`config.mk`:
```
export PLATFORM = sky130hd
export DESIGN_NAME = bcd_counter_n
export DESIGN_NICKNAME = d
export VERILOG_FILES = /design/src/rtl/bcd_pkg.sv /design/src/rtl/bcd_digit.sv /design/src/rtl/bcd_counter_n.sv
export SDC_FILE = /design/constraint.sdc
export NUM_CORES = 1
export LEC_CHECK = 0
export ABC_AREA = 1
export CORE_MARGIN = 4
export CORE_UTILIZATION = 50
export CTS_BUF_LIST = sky130_fd_sc_hd__clkbuf_4 sky130_fd_sc_hd__clkbuf_8 sky130_fd_sc_hd__clkbuf_16
export DETAILED_ROUTE_END_ITERATION = 7
export GPL_TIMING_DRIVEN = 0
export MAX_ROUTING_LAYER = met4
export PLACE_DENSITY = 0.81
export SLEW_MARGIN = 20
export SYNTH_ARGS = -nofsm -noshare
export SYNTH_HDL_FRONTEND = slang
export SYNTH_SLANG_ARGS = --single-unit
export TNS_END_PERCENT = 100
```
`constraint.sdc`:
```
create_clock -name clock -period 3.6 [get_ports clock]
set_input_delay 0.54 -clock clock [delete_from_list [all_inputs] [get_ports clock]]
set_output_delay 0.54 -clock clock [all_outputs]
set_load 0.02 [all_outputs]
```
`src/rtl/bcd_pkg.sv`:
```
// Shared BCD digit type, digit limits and load clamp helper.
// No logic of its own; imported by the counter and its digit slices.
// Not applicable (no handshake).
package bcd_pkg;

  typedef logic [3:0] bcd_digit_t;

  localparam bcd_digit_t BCD_MAX  = 4'd9;
  localparam bcd_digit_t BCD_ZERO = 4'd0;

  // Non-decimal nibbles (A..F) are forced to 9 so the count is always valid BCD.
  function automatic bcd_digit_t bcd_clamp(input bcd_digit_t d);
    return (d > BCD_MAX) ? BCD_MAX : d;
  endfunction

endpackage

```
`src/rtl/bcd_digit.sv`:
```
// One BCD decade: load, up/down step on enable, terminal flags.
// Latency: digit updates on the edge where load/en is sampled.
// No backpressure; en is a pure step strobe from the ripple logic above.
module bcd_digit
  import bcd_pkg::*;
(
  input  logic       clock,
  input  logic       reset,
  input  logic       en,
  input  logic       dn,
  input  logic       load,
  input  logic [3:0] ld_val,
  output logic [3:0] digit,
  output logic       at_max,
  output logic       at_zero
);

  bcd_digit_t digit_next;

  // Next value of this decade: load wins over stepping; steps wrap within 0..9.
  always_comb begin
    digit_next = digit;
    if (load) begin
      digit_next = bcd_clamp(ld_val);
    end else if (en) begin
      if (dn) begin
        digit_next = (digit == BCD_ZERO) ? BCD_MAX : digit - 4'd1;
      end else begin
        digit_next = (digit == BCD_MAX) ? BCD_ZERO : digit + 4'd1;
      end
    end
  end

  // Digit register with synchronous active-low reset.
  always_ff @(posedge clock) begin
    if (!reset) begin
      digit <= BCD_ZERO;
    end else begin
      digit <= digit_next;
    end
  end

  assign at_max  = (digit == BCD_MAX);
  assign at_zero = (digit == BCD_ZERO);

endmodule

```
`src/rtl/bcd_counter_n.sv`:
```
// N-digit cascaded up/down BCD counter with parallel load, wrap/saturate and sticky overflow.
// Latency: count and overflow update on the edge where inc/load is sampled; flags are combinational.
// No backpressure; one step per clock while inc is high.
module bcd_counter_n
  import bcd_pkg::*;
#(
  parameter int DIGITS   = 3,
  parameter bit SATURATE = 1'b0
) (
  input  logic                clock,
  input  logic                reset,
  input  logic                inc,
  input  logic                dn,
  input  logic                load,
  input  logic [4*DIGITS-1:0] load_val,
  input  logic                clear_ovf,
  output logic [4*DIGITS-1:0] count,
  output logic                count_eq_9,
  output logic                count_eq_0,
  output logic                carry_out,
  output logic                overflow
);

  logic [DIGITS-1:0] at_max;
  logic [DIGITS-1:0] at_zero;
  logic [DIGITS-1:0] en;
  logic              hold;

  assign count_eq_9 = &at_max;
  assign count_eq_0 = &at_zero;
  assign carry_out  = inc & ~load & (dn ? count_eq_0 : count_eq_9);

  // In saturate mode a terminal step freezes every digit instead of wrapping.
  assign hold = SATURATE & carry_out;

  // Ripple enable: a digit steps when every lower digit sits at the direction's terminal value.
  always_comb begin : ripple
    logic all_max;
    logic all_zero;
    all_max  = 1'b1;
    all_zero = 1'b1;
    en       = '0;
    for (int i = 0; i < DIGITS; i++) begin
      en[i]    = inc & ~hold & (dn ? all_zero : all_max);
      all_max  = all_max & at_max[i];
      all_zero = all_zero & at_zero[i];
    end
  end

  for (genvar g = 0; g < DIGITS; g++) begin : g_digit
    bcd_digit u_digit (
      .clock   (clock),
      .reset   (reset),
      .en      (en[g]),
      .dn      (dn),
      .load    (load),
      .ld_val  (load_val[4*g +: 4]),
      .digit   (count[4*g +: 4]),
      .at_max  (at_max[g]),
      .at_zero (at_zero[g])
    );
  end

  // Sticky overflow: a terminal step sets it and beats a same-edge clear.
  always_ff @(posedge clock) begin
    if (!reset) begin
      overflow <= 1'b0;
    end else if (carry_out) begin
      overflow <= 1'b1;
    end else if (clear_ovf) begin
      overflow <= 1'b0;
    end
  end

endmodule
```
==> results of run 1 <==
-- metrics by stage --
step / instances / hold slack, ns
5_1_grt: 258 / 0.538
2_1_floorplan: 195 / 0.553
3_3_place_gp: 254 / 0.464
3_5_place_dp: 254 / 0.479
6_report: 258 / 0.491
4_1_cts: 258 / 0.493
-- state kept, by name, summed over array words and instances (netlist names) --
signal                 count
g_digit.u_digit.digit     12
overflow                   1
-- power breakdown --
| part | switching (W) | total [W] | internal, W |
|---|---|---|---|
| clock network | 0.0000529 | 0.000103 | 0.0000505 |
| logic | 0.0000966 | 0.000175 | 0.0000780 |
| registers | 0.0000205 | 0.000176 | 0.000155 |
-- cell families (layout without fill, tap and decap cells) --
kind of cell,after synthesis,after routing,synth area share
compound gates,44,44,0.212
xor+xnor,2,2,0.0156
buf+inv,31,67,0.109
flops,13,13,0.232
simple gates,105,105,0.431
-- cell usage in the layout (no fill, tap or decap) --
| cell type | netlist | final |
|---|---|---|
| sky130_fd_sc_hd__clkbuf_4 | 0 | 4 |
| sky130_fd_sc_hd__xor2_1 | 2 | 2 |
| sky130_fd_sc_hd__buf_4 | 1 | 1 |
| sky130_fd_sc_hd__o31ai_1 | 1 | 1 |
| sky130_fd_sc_hd__o211ai_1 | 2 | 2 |
| sky130_fd_sc_hd__a22oi_1 | 1 | 1 |
| sky130_fd_sc_hd__a211oi_1 | 1 | 1 |
| sky130_fd_sc_hd__nand3_1 | 14 | 14 |
| sky130_fd_sc_hd__nor2_2 | 2 | 2 |
| sky130_fd_sc_hd__a21oi_2 | 1 | 1 |
| sky130_fd_sc_hd__o21ai_1 | 3 | 3 |
| sky130_fd_sc_hd__nor2_4 | 3 | 3 |
| sky130_fd_sc_hd__dfxtp_1 | 13 | 13 |
| sky130_fd_sc_hd__a21oi_1 | 15 | 15 |
| sky130_fd_sc_hd__nor2_1 | 30 | 30 |
| sky130_fd_sc_hd__or2_1 | 1 | 1 |
| sky130_fd_sc_hd__o21ai_0 | 19 | 19 |
| sky130_fd_sc_hd__clkinv_1 | 1 | 1 |
| sky130_fd_sc_hd__nand4_1 | 2 | 2 |
| sky130_fd_sc_hd__nand3_2 | 2 | 2 |
| sky130_fd_sc_hd__nand2_4 | 1 | 1 |
| sky130_fd_sc_hd__clkdlybuf4s50_1 | 0 | 32 |
| sky130_fd_sc_hd__nand2_2 | 6 | 6 |
| sky130_fd_sc_hd__buf_2 | 2 | 2 |
| sky130_fd_sc_hd__and3_1 | 1 | 1 |
| sky130_fd_sc_hd__inv_2 | 4 | 4 |
| sky130_fd_sc_hd__nand2_1 | 43 | 43 |
| sky130_fd_sc_hd__a31oi_1 | 1 | 1 |
| sky130_fd_sc_hd__inv_1 | 23 | 23 |
-- routing by layer --
metal	vias to the layer above	wire, µm	track usage
met3	2	169	0.0396
met4	0	6	0.0451
met2	46	1410	0.341
met5	-	0	-
li1	707	-	-
met1	583	1320	0.244
-- final cells by class --
cell class,instances,area share
buffer,3,0.0116
tap,27,0.0224
clock buffer,4,0.0199
multi-input combinational,151,0.491
inverter,28,0.0698
sequential,13,0.173
timing repair buffer,32,0.213
-- critical path: stages --
cell                              delay (ns)
sky130_fd_sc_hd__clkdlybuf4s50_1        0.55
sky130_fd_sc_hd__inv_1                  0.06
sky130_fd_sc_hd__nor2_1                 0.31
sky130_fd_sc_hd__nand3_2                0.13
sky130_fd_sc_hd__inv_1                  0.07
sky130_fd_sc_hd__clkdlybuf4s50_1        0.60
-- how the worst max path moves through the flow --
stage / startpoint / to / depth (start not counted)
2_1_floorplan: g_digit[0].u_digit.digit[3] / carry_out / 6
3_3_place_gp: inc / carry_out / 6
3_5_place_dp: inc / carry_out / 6
4_1_cts: inc / carry_out / 6
5_1_grt: inc / carry_out / 6
6_report: inc / carry_out / 6
==> results list, run 1 <==
- Worst VDD drop: 0.185 mV
* Final cell area excluding filler cells: 1510 µm²
- Final Routed Wirelength: 2.90 mm
- Worst Setup End Kind: output port
- Cells resized by post-CTS repair: 0
- Setup repair after global routing left no endpoint under its margin.
- In this run the cell area of the synthesized design comes to 1120 µm².
* Hold Path Depth: 2
* Area occupied by registers: 260 µm²
- The count of buffers added on input and output ports is 32.
* Post-Place Setup Slack: 0.806 ns
- Area of the multi-input gates: 739 µm²
- Final layout net count: 250
- Clock Skew: 0.00649 ns
* Via count of the first global-routing pass: 1191
* Reg-to-Reg End: g_digit[1].u_digit.digit[2]
* Starting density of the core: 0.550
- Overall power consumption: 0.000454 W
- H-Tree Depth: 1
- In this run the worst hold path is classified as reg -> reg.
- GR Overflow Total: 0
- In this run the worst path has a maximum fanout of 5.
* Crit path DAT: 2.26 ns
* Placer's final routability congestion estimate: 0.829
- Run status: finished clean
* Final critical-path share of the clock period: 0.778
* Drt first pass iters: 4
- In this run the most critical hold path is launched from overflow.
- Final cell utilization of the core: 0.738
* Final HPWL DP: 2.28 mm
* Violation count after the first detailed-routing iteration: 46
- The tool flagged a number of max-cap violations equal to 0.
* Avg Inst Size Synth: 5.76 µm²
* Wire length of the first global-routing pass: 5.02 mm
- The core region is 2040 µm².
- Fraction of final layout cells sized beyond drive strength 1: 0.113
- By count the netlist is led by sky130_fd_sc_hd__nand2_1 (43), sky130_fd_sc_hd__nor2_1 (30), sky130_fd_sc_hd__inv_1 (23).
* Net Count, Synth: 213
* Worst setup path class: in -> out
- Of the post-synthesis cell area, the dominant cell type holds 0.232.
- Cell types with the largest area share after synthesis: sky130_fd_sc_hd__dfxtp_1 (23%), sky130_fd_sc_hd__nand2_1 (14%), sky130_fd_sc_hd__nor2_1 (10%)
- Counting every instance in the synthesized netlist gives 195.
* FP Rows: 16
- Upper clock frequency limit: 0.357 GHz
* Clock edge transition at the registers on the reported setup and hold paths: 0.09 ns
* Routed length per placed instance: 11.3 µm
- sky130_fd_sc_hd__dfxtp_1 takes more of the synthesized area than any other cell.
* Maximum number of pins on one net before global-route repair: 11
- Clock tree synthesis selected as its root buffer the cell sky130_fd_sc_hd__clkbuf_4.
- For this run, the leading register cell type out of synthesis is sky130_fd_sc_hd__dfxtp_1.
* DRT antenna net count: 0
- Counting along the longest clock path gives a buffer depth of 2.
* Final-report setup violation count: 0
- Setup Total Neg Slack: 0 ns
- For this design, the CTS-stage hold fixing added 0 buffers.
- The most common cell in the synthesized netlist is sky130_fd_sc_hd__nand2_1.
* Number of antenna violations at the first check in global routing: 0
- The total count of hold-check failures in the final report was 0.
* Async set-or-reset flop fraction in the synthesized netlist: 0
- Number of library cell types mapped by synthesis: 27
- Reg-to-reg critical path startpoint: g_digit[0].u_digit.digit[3]
- Total power divided by cell area: 301 nW/µm²
- For this design the static power due to leakage is 0.688 nW.
- Signed area change from the synthesized netlist to the final layout: 34.2%
- Number of pins with negative max-slew slack in the final report: 0
* Vias per Instance: 5.19
- Routed via count: 1338
- CTS saw 13 sinks.
* All-Layer GR Usage: 0.201
- Number of buffers inserted during clock tree synthesis: 3
- TritonCTS built the clock tree.
- After synthesis the netlist holds a flip-flop and latch count of 13.
* Seq/Total Area, Yosys: 0.232
- Counting cells, the worst reg-to-reg path comes to 6.
- Number of DRC violations after detailed routing: 0
- Yosys mapped a number of flops with a built-in enable equal to 0.
- WP data required: 3.06 ns
* Endpoint of the worst hold path: overflow
- Worst skew pair latency: 0.28 ns
- Die Footprint: 3070 µm²
- 34 I/O pins were placed.
* Startpoint type of the worst setup path: input port
- Max-Slew Margin vs Limit: 0.745
- Crit path time final: 2.80 ns
- The Yosys step of the flow raised 0 warnings.
- Fill cells in the final layout number 176.
* Post-route worst setup slack: 0.797 ns
- Post-CTS timing repair inserted 0 buffers for setup.
* Transition time of the tightest slew-check pin: 0.382 ns
- Die span in y: 55.4 µm
* Floorplan die width: 55.4 µm
* Total placed instance area: 1480 µm²
- The setup check on the worst reg-to-reg path leaves a slack of 2.19 ns.
- N_diodes: 0
No activity file was read; power rests on OpenSTA's default activity.
==> run 2: changes to the inputs <==
--- a/config.mk
+++ b/config.mk
@@ -7,12 +7,12 @@
 export LEC_CHECK = 0
 export ABC_AREA = 1
 export CORE_MARGIN = 4
-export CORE_UTILIZATION = 50
+export CORE_UTILIZATION = 46
 export CTS_BUF_LIST = sky130_fd_sc_hd__clkbuf_4 sky130_fd_sc_hd__clkbuf_8 sky130_fd_sc_hd__clkbuf_16
 export DETAILED_ROUTE_END_ITERATION = 7
 export GPL_TIMING_DRIVEN = 0
 export MAX_ROUTING_LAYER = met4
-export PLACE_DENSITY = 0.81
+export PLACE_DENSITY = 0.76
 export SLEW_MARGIN = 20
 export SYNTH_ARGS = -nofsm -noshare
 export SYNTH_HDL_FRONTEND = slang
==> constraint.sdc (replaced) <==
create_clock -name clock -period 2.91 [get_ports clock]
set_input_delay 0.4365 -clock clock [delete_from_list [all_inputs] [get_ports clock]]
set_output_delay 0.4365 -clock clock [all_outputs]
set_load 0.02 [all_outputs]
==> results list, run 2 (synthesis gave the netlist of run 1 again) <==
- The area overhead of the layout relative to synthesis came to 34.3% (about the same).
- The total routing resource utilization after global routing came to 0.184 (-0.0168).
- The fraction of final layout cells with drive strength greater than 1 is 0.113 (unchanged).
* Worst setup path class: in -> out
- The top-level I/O count was 34 (unchanged).
- Root Buffer Master: sky130_fd_sc_hd__clkbuf_4
- Final HPWL DP: 2.30 mm (+0.81%)
- The overall power after layout was 0.000563 W (+24%).
* H-Tree Depth: 1 (unchanged)
- The number of cells in the finished layout apart from fillers came to 259 (+0.39%).
- Post-Place Setup Slack: 0.325 ns (-0.481 ns)
- Number of pins with negative max-slew slack in the final report: 0 (unchanged)
* Clock tree from TritonCTS: done
- The relative slew slack is 0.745 (about the same).
- The final-layout setup total negative slack was 0 ns (unchanged).
* RSZ-0062 raised after global routing: false
- The number of cells traversed by the worst hold path was 2 (unchanged).
- Launch instance of the worst min-delay path: overflow
* Wire length of the first global-routing pass: 4.82 mm (-4.0%)
- STA classifies the critical path startpoint as an input port.
- Launch point of the worst path: inc
* Final hold viol count: 0 (unchanged)
- The area of the core came to 2280 µm² (+11%).
- Run status: finished clean
- The detailed-router iteration count before antenna repair was 4 (unchanged).
- The length in cells of the worst reg-to-reg path is 6 (unchanged).
- In this run the critical register-to-register path is launched from g_digit[0].u_digit.digit[3].
* Most used cells in the layout excluding fill and tap cells: sky130_fd_sc_hd__nand2_1 (43), sky130_fd_sc_hd__clkdlybuf4s50_1 (32), sky130_fd_sc_hd__nor2_1 (30)
- The leakage power total came to 0.688 nW (unchanged).
* Post-CTS setup buffer count: 0 (unchanged)
- Worst Setup End Kind: output port
- Worst min-delay path class: reg -> reg
- The number of nets in the final layout was 250 (unchanged).
- Most common cell after layout, fill and taps aside: sky130_fd_sc_hd__nand2_1
- Final Routed Wirelength: 2.88 mm (-0.90%)
- The total number of clock tree sinks is 13 (unchanged).
- The cell count after placement is 255 (+0.39%).
* GR Overflow Total: 0 (unchanged)
* Number of max-cap violations: 0 (unchanged)
- The worst hold slack was 0.478 ns (-0.0132 ns).
- The post-layout worst setup margin is 0.329 ns (-0.468 ns).
- Crit path time final: 2.58 ns
- The critical path data arrival time is 2.14 ns (-0.12 ns).
* Die span in y: 57.4 µm (+3.6%)
- N_diodes: 0 (unchanged)
- Max clock buf depth: 2 (unchanged)
- Derived from the worst setup path, the maximum achievable clock frequency is 0.387 GHz.
- The detailed-route vias per instance came to 5.12 (-1.2%).
- The initial cell density of the core is 0.493 (-0.0565).
* WP data required: 2.47 ns (-0.59 ns)
* Violation count after the first detailed-routing iteration: 41 (-11%)
- The number of remaining DRC errors is 0 (unchanged).
- The via count came to 1327 (-0.82%).
- The number of input and output port buffers inserted is 32 (unchanged).
- Worst reg-to-reg setup slack: 1.50 ns (-0.69 ns)
* Cts-stage hold buffer count: 0 (unchanged)
* Die Footprint: 3290 µm² (+7.4%)
* Final-report setup violation count: 0 (unchanged)
- The number of buffers created by CTS was 3 (unchanged).
* Biggest fanout along the worst timing path: 5 (unchanged)
- Clock edge transition at the registers on the reported setup and hold paths: 0.09 ns (about the same)
- Flip-flop count of the largest register after layout: 12 (unchanged)
- Placer's final routability congestion estimate: 0.861 (+3.9%)
- Reg-to-Reg End: g_digit[1].u_digit.digit[2]
- Maximum number of pins on one net before global-route repair: 11 (unchanged)
* Worst VDD drop: 0.265 mV (+44%)
- Number of antenna violations at the first check in global routing: 0 (unchanged)
* Final critical-path share of the clock period: 0.887
- The number of global-route vias before repair was 1214 (+1.9%).
- Transition time of the tightest slew-check pin: 0.381 ns (-0.000915 ns)
- Endpoint of the worst hold path: overflow
- Biggest register: g_digit.u_digit.digit
- The later-pin clock latency in the skew report was 0.28 ns (about the same).
- Floorplan die width: 57.4 µm (+3.6%)
- Routed length per placed instance: 11.1 µm (-1.3%)
* Cells resized by post-CTS repair: 0 (unchanged)
* Regs by FF count: g_digit.u_digit.digit x12, overflow x1
* Clock Skew: 0.00546 ns (-0.00103 ns)
* Total power divided by cell area: 373 nW/µm² (+24%)
- FP Rows: 17 (+1)
* DRT antenna net count: 0 (unchanged)
-- run 2: cell counts in the layout (fill, tap and decap cells not counted) --
Identical to the previous run, type by type.
-- run 2: worst max path at each step --
stage	endpoint	slack, ns	depth (start not counted)
2_1_floorplan	carry_out	1.21	6
3_5_place_dp	carry_out	0.33	6
6_report	carry_out	0.33	6
5_1_grt	carry_out	0.19	8
3_3_place_gp	carry_out	0.33	6
4_1_cts	carry_out	0.32	6
-- run 2: area by class of cell --
type                       count  area [µm²]
buffer                         3        17.5
fill                         205         768
sequential                    13         260
clock buffer                   4        30.0
multi-input combinational    151         739
timing repair buffer          32         320
inverter                      28         105
tap                           28        35.0
-- run 2: layer usage --
layer	track usage	routed length (µm)	vias to the layer above
li1	-	-	704
met1	0.222	1310	586
met2	0.311	1410	32
met3	0.0204	134	5
met4	0.0695	23	0
met5	-	0	-
-- run 2: worst max-delay path, cell delays in order --
cell	delay (ns)
sky130_fd_sc_hd__clkdlybuf4s50_1	0.54
sky130_fd_sc_hd__inv_1	0.06
sky130_fd_sc_hd__nor2_1	0.31
sky130_fd_sc_hd__nand3_2	0.13
sky130_fd_sc_hd__inv_1	0.07
sky130_fd_sc_hd__clkdlybuf4s50_1	0.59
-- run 2: through the flow --
step / util / instance area (µm²)
CTS: 0.662 / 1510
detailed placement: 0.649 / 1480
global route: 0.662 / 1510
finish: 0.662 / 1510
floorplan: - / 1120
global placement: 0.649 / 1480
-- run 2: power by group --
group	leakage, nW	switching [W]	internal, W	total, W
Clock	0.0184	0.0000673	0.0000625	0.000130
Combinational	0.562	0.000119	0.0000965	0.000216
Sequential	0.107	0.0000255	0.000192	0.000218
==> run 3: changes to the inputs <==
--- a/config.mk
+++ b/config.mk
@@ -5,14 +5,14 @@
 export SDC_FILE = /design/constraint.sdc
 export NUM_CORES = 1
 export LEC_CHECK = 0
-export ABC_AREA = 1
+export ABC_CLOCK_PERIOD_IN_PS = 2910
 export CORE_MARGIN = 4
-export CORE_UTILIZATION = 46
+export CORE_UTILIZATION = 48
 export CTS_BUF_LIST = sky130_fd_sc_hd__clkbuf_4 sky130_fd_sc_hd__clkbuf_8 sky130_fd_sc_hd__clkbuf_16
 export DETAILED_ROUTE_END_ITERATION = 7
 export GPL_TIMING_DRIVEN = 0
 export MAX_ROUTING_LAYER = met4
-export PLACE_DENSITY = 0.76
+export PLACE_DENSITY = 0.77
 export SLEW_MARGIN = 20
 export SYNTH_ARGS = -nofsm -noshare
 export SYNTH_HDL_FRONTEND = slang
==> results list, run 3 <==
* Synth Area in Compound Gates: 0.266 (+0.0539)
- Wire length of the first global-routing pass: 5.71 mm (+19%)
- In the synthesized netlist the dominant register cell turns out to be sky130_fd_sc_hd__dfxtp_1.
- Int Pwr: 0.000362 W (+3.2%)
- In the final layout, the registers with the most flip-flops are g_digit.u_digit.digit x12, overflow x1.
* Xor and xnor fraction of the mapped netlist area: 0.0505 (+0.0349)
- The worst setup path is captured at an output port.
- Adder-cell share of the synthesized area: 0 (unchanged)
- Worst setup path class: reg -> out
- The net load switching power came to 0.000199 W (-6.1%).
- Startpoint type of the worst setup path: register
- Following the worst setup path forward leads to its endpoint at carry_out.
* Number of standard cells after synthesis: 164 (-16%)
- Setup repair after global routing left no endpoint under its margin.
* Maximum single-stage delay on the critical path: 0.61 ns (+0.02 ns)
- Simple-gate area share of the yosys netlist: 0.343 (-0.0885)
- The total count of max-transition violations in the final report is 0 (unchanged).
- Max-Slew Margin vs Limit: 0.653 (-0.0926)
- Run status: finished clean
* Post-route worst setup slack: 0.159 ns (-0.170 ns)
* FP Rows: 17 (unchanged)
- Biggest fanout along the worst timing path: 10 (+5)
- The register-to-register setup slack is 1.18 ns (-0.32 ns).
- Cell types with the largest area share after synthesis: sky130_fd_sc_hd__dfxtp_1 (21%), sky130_fd_sc_hd__o21ai_0 (6.2%), sky130_fd_sc_hd__nor2_1 (5.6%)
- Tracing the worst setup path back leads to its startpoint at g_digit[2].u_digit.digit[1].
* Launch instance of the worst min-delay path: overflow
- Routed via count: 1342 (+1.1%)
- The post-synthesis instance area came to 1210 µm² (+8.2%).
- g_digit.u_digit.digit holds more flip-flops than any other register.
* Sinks on the clock net: 13 (unchanged)
- Reg-to-reg critical path startpoint: g_digit[0].u_digit.digit[2]
- Worst VDD drop: 0.265 mV (-0.10%)
- Comb pwr share: 0.419 (+0.036)
- Highest Signal Layer: met4
* DRT antenna net count: 0 (unchanged)
- Share of cell area taken by muxes after synthesis: 0.0340 (+0.0340)
- The CTS clock-pin slew for the worst setup and hold paths is 0.09 ns (about the same).
* Number of synthesized flops with an enable pin: 0 (unchanged)
* Most common cell after layout, fill and taps aside: sky130_fd_sc_hd__clkdlybuf4s50_1
- Transition time of the tightest slew-check pin: 0.521 ns (+0.140 ns)
- The number of buffers created by CTS was 3 (unchanged).
- Signed area change from the synthesized netlist to the final layout: 30.1%
- Crit path time final: 2.75 ns (+0.170 ns)
* Library cell occupying the most area in the post-synthesis netlist: sky130_fd_sc_hd__dfxtp_1
- The power per standard cell area was 355 nW/µm² (-4.9%).
- Final hold viol count: 0 (unchanged)
- Avg Inst Size Synth: 7.41 µm² (+29%)
- Cells resized by post-CTS repair: 0 (unchanged)
- Among the stages of the critical path, the cell type that occurs most often is sky130_fd_sc_hd__nor2_1.
- The fraction of final layout cells with drive strength greater than 1 came to 0.116 (+0.00361).
- The post-CTS setup-driven buffer insertion count was 0 (unchanged).
- Final layout net count: 217 (-13%)
- Violation count after the first detailed-routing iteration: 46 (+12%)
- Met1 layer wirelength in the final routing: 1.58 mm (+20%)
* Switching part of the total: 0.354 (-0.0220)
- In the layout the commonest cells are sky130_fd_sc_hd__clkdlybuf4s50_1 (30), sky130_fd_sc_hd__nor2_1 (18), sky130_fd_sc_hd__o21ai_0 (15).
- The number of remaining DRC errors is 0 (unchanged).
- Crit path DAT: 2.31 ns (+0.17 ns)
* List of most frequent post-synthesis cells: sky130_fd_sc_hd__nor2_1 (18), sky130_fd_sc_hd__o21ai_0 (15), sky130_fd_sc_hd__dfxtp_1 (13)
* Final Routed Wirelength: 3.33 mm (+16%)
* Final-report setup violation count: 0 (unchanged)
* Hold Worst Slack: 0.502 ns (+0.0244 ns)
- Post-Place Setup Slack: 0.438 ns (+0.113 ns)
- Async set-or-reset flop fraction in the synthesized netlist: 0 (unchanged)
- Dominant delay contributor by cell family on the critical path: simple AND/OR/NAND/NOR gates
- WP data required: 2.47 ns (about the same)
- The top-level I/O count was 34 (unchanged).
- Net Count, Synth: 182 (-15%)
- Dominant combinational cell family by area after synthesis: simple AND/OR/NAND/NOR gates
* Met2 wirelength from detailed routing: 1.55 mm (+11%)
* Final critical-path share of the clock period: 0.945 (+0.0585)
- Register bit count reported by yosys: 13 (unchanged)
- Drt first pass iters: 4 (unchanged)
- The area of the core is 2320 µm² (+1.9%).
- Worst min-delay path class: reg -> reg
- Clock Skew: 0.00424 ns (-0.00122 ns)
* Number of library cell types mapped by synthesis: 50 (+85%)
- Proportion of power drawn by the clock network: 0.222 (-0.009)
* Final HPWL DP: 2.51 mm (+9.2%)
- The number of buffers and inverters on the critical path came to 2 (-2).
- Dominant cell by count in the synthesized netlist: sky130_fd_sc_hd__nor2_1
- The highest attainable clock frequency came to 0.364 GHz (-6.2%).
- The number of buffers between clock root and the deepest sink came to 2 (unchanged).
- The detailed-route vias per instance was 5.94 (+16%).
- Flip-flop count of the largest register after layout: 12 (unchanged)
- Clock tree from TritonCTS: done
- Starting density of the core: 0.524 (+0.0309)
- The final-layout setup total negative slack is 0 ns (unchanged).
- Leakage power figure: 0.578 nW (-16%)
- Clock tree synthesis selected as its root buffer the cell sky130_fd_sc_hd__clkbuf_4.
- The total congestion overflow after global routing came to 0 (unchanged).
- The worst register-to-register path ends at g_digit[2].u_digit.digit[0].
- Die Footprint: 3400 µm² (+3.2%)
- Port bufs: 30 (-6.3%)
* H-Tree Depth: 1 (unchanged)
- The max-cap violation count was 0 (unchanged).
- The sequential fraction of design power is 0.359 (-0.027).
* Via count of the first global-routing pass: 1241 (+2.2%)
- Routed wl met3: 191 µm (+43%)
* Count of synthesis-stage warnings from yosys: 0 (unchanged)
- The routed wirelength normalized by instance count was 14.7 µm (+33%).
- Seq/Total Area, Yosys: 0.214 (-0.0177)
* Maximum number of pins on one net before global-route repair: 11 (unchanged)
- Final cell utilization of the core: 0.682 (+0.0191)
* All-Layer GR Usage: 0.219 (+0.0346)
* Die span in y: 58.3 µm (+1.6%)
- Cell-by-cell listing of the critical path: clkbuf_1, nor4bb_1, nand4_1, nor2_1, a21oi_1, nor2_1, clkdlybuf4s50_1
- Instance count on the critical path: 7 (+1)
- The slowest stage of the critical path is the sky130_fd_sc_hd__clkdlybuf4s50_1 cell.
- Number of antenna violations at the first check in global routing: 0 (unchanged)
- The final weighted congestion in routability-driven placement came to 0.865 (+0.45%).
- Worst skew pair latency: 0.28 ns (about the same)
* Floorplan die width: 58.3 µm (+1.6%)
- The total of hold buffers inserted after clock tree synthesis is 0 (unchanged).
- The share of the synthesized area in the top cell type is 0.214 (-0.0177).
- The length in cells of the worst reg-to-reg path is 6 (unchanged).
- N_diodes: 0 (unchanged)
## run 3: cell types whose count changed after synthesis, sizes merged, moves of 6 or more
cell    previous run  this run
a21oi             16         8
nor2b              0         6
nand2             50        12
nor2              35        18
buf                3        11
nand3             16         8
o21ai             22        15
inv               27         3
clkbuf             0         7
## run 3: cell type report
cell class	count	area [µm²]
Multi-Input combinational cell	129	842
Fill cell	210	738
Timing Repair Buffer	30	300
Sequential cell	13	260
Buffer	18	97.6
Tap cell	28	35.0
Clock buffer	4	30.0
Inverter	4	15.0
## run 3: per-stage QoR
stage,instance area [µm²],instances,total power (W)
2_1_floorplan,1210,164,0.000360
3_3_place_gp,1550,222,0.000435
3_5_place_dp,1550,222,0.000439
4_1_cts,1580,226,0.000561
5_1_grt,1580,226,0.000602
6_report,1580,226,0.000561
## run 3: worst min-delay path by stage
| stage | to | depth (start not counted) | slack, ns |
|---|---|---|---|
| 6_report | overflow | 2 | 0.50 |
| 5_1_grt | g_digit[0].u_digit.digit[0] | 3 | 0.53 |
| 4_1_cts | overflow | 2 | 0.50 |
| 3_5_place_dp | overflow | 2 | 0.49 |
| 3_3_place_gp | overflow | 2 | 0.47 |
| 2_1_floorplan | overflow | 2 | 0.56 |
## run 3: tightest hold or removal path, stage by stage (launching register included)
cell	delay (ns)
sky130_fd_sc_hd__dfxtp_1	0.32
sky130_fd_sc_hd__nand3b_1	0.08
sky130_fd_sc_hd__o31ai_1	0.06
## run 3: power groups by stage
| stage | logic (W) | registers [W] | clock network (W) |
|---|---|---|---|
| finish | 0.000235 | 0.000202 | 0.000124 |
| global route | 0.000259 | 0.000204 | 0.000139 |
| CTS | 0.000234 | 0.000202 | 0.000125 |
| detailed placement | 0.000233 | 0.000206 | 0 |
| global placement | 0.000229 | 0.000205 | 0 |
| floorplan | 0.000139 | 0.000221 | 0 |
## run 3: routing by layer
metal | track usage | vias up
met3 | 0.0285 | 2
met4 | 0.0728 | 0
met1 | 0.297 | 612
met2 | 0.333 | 57
li1 | - | 671
met5 | - | -
## run 3: kinds of logic (layout without fill, tap and decap cells)
logic type             after synthesis  count (layout)
multiplexers                         4               4
XOR/XNOR                             7               7
flip-flops                          13              13
AO/OA/AOI/OAI                       47              47
AND/OR/NAND/NOR                     71              71
buffers and inverters               22              56
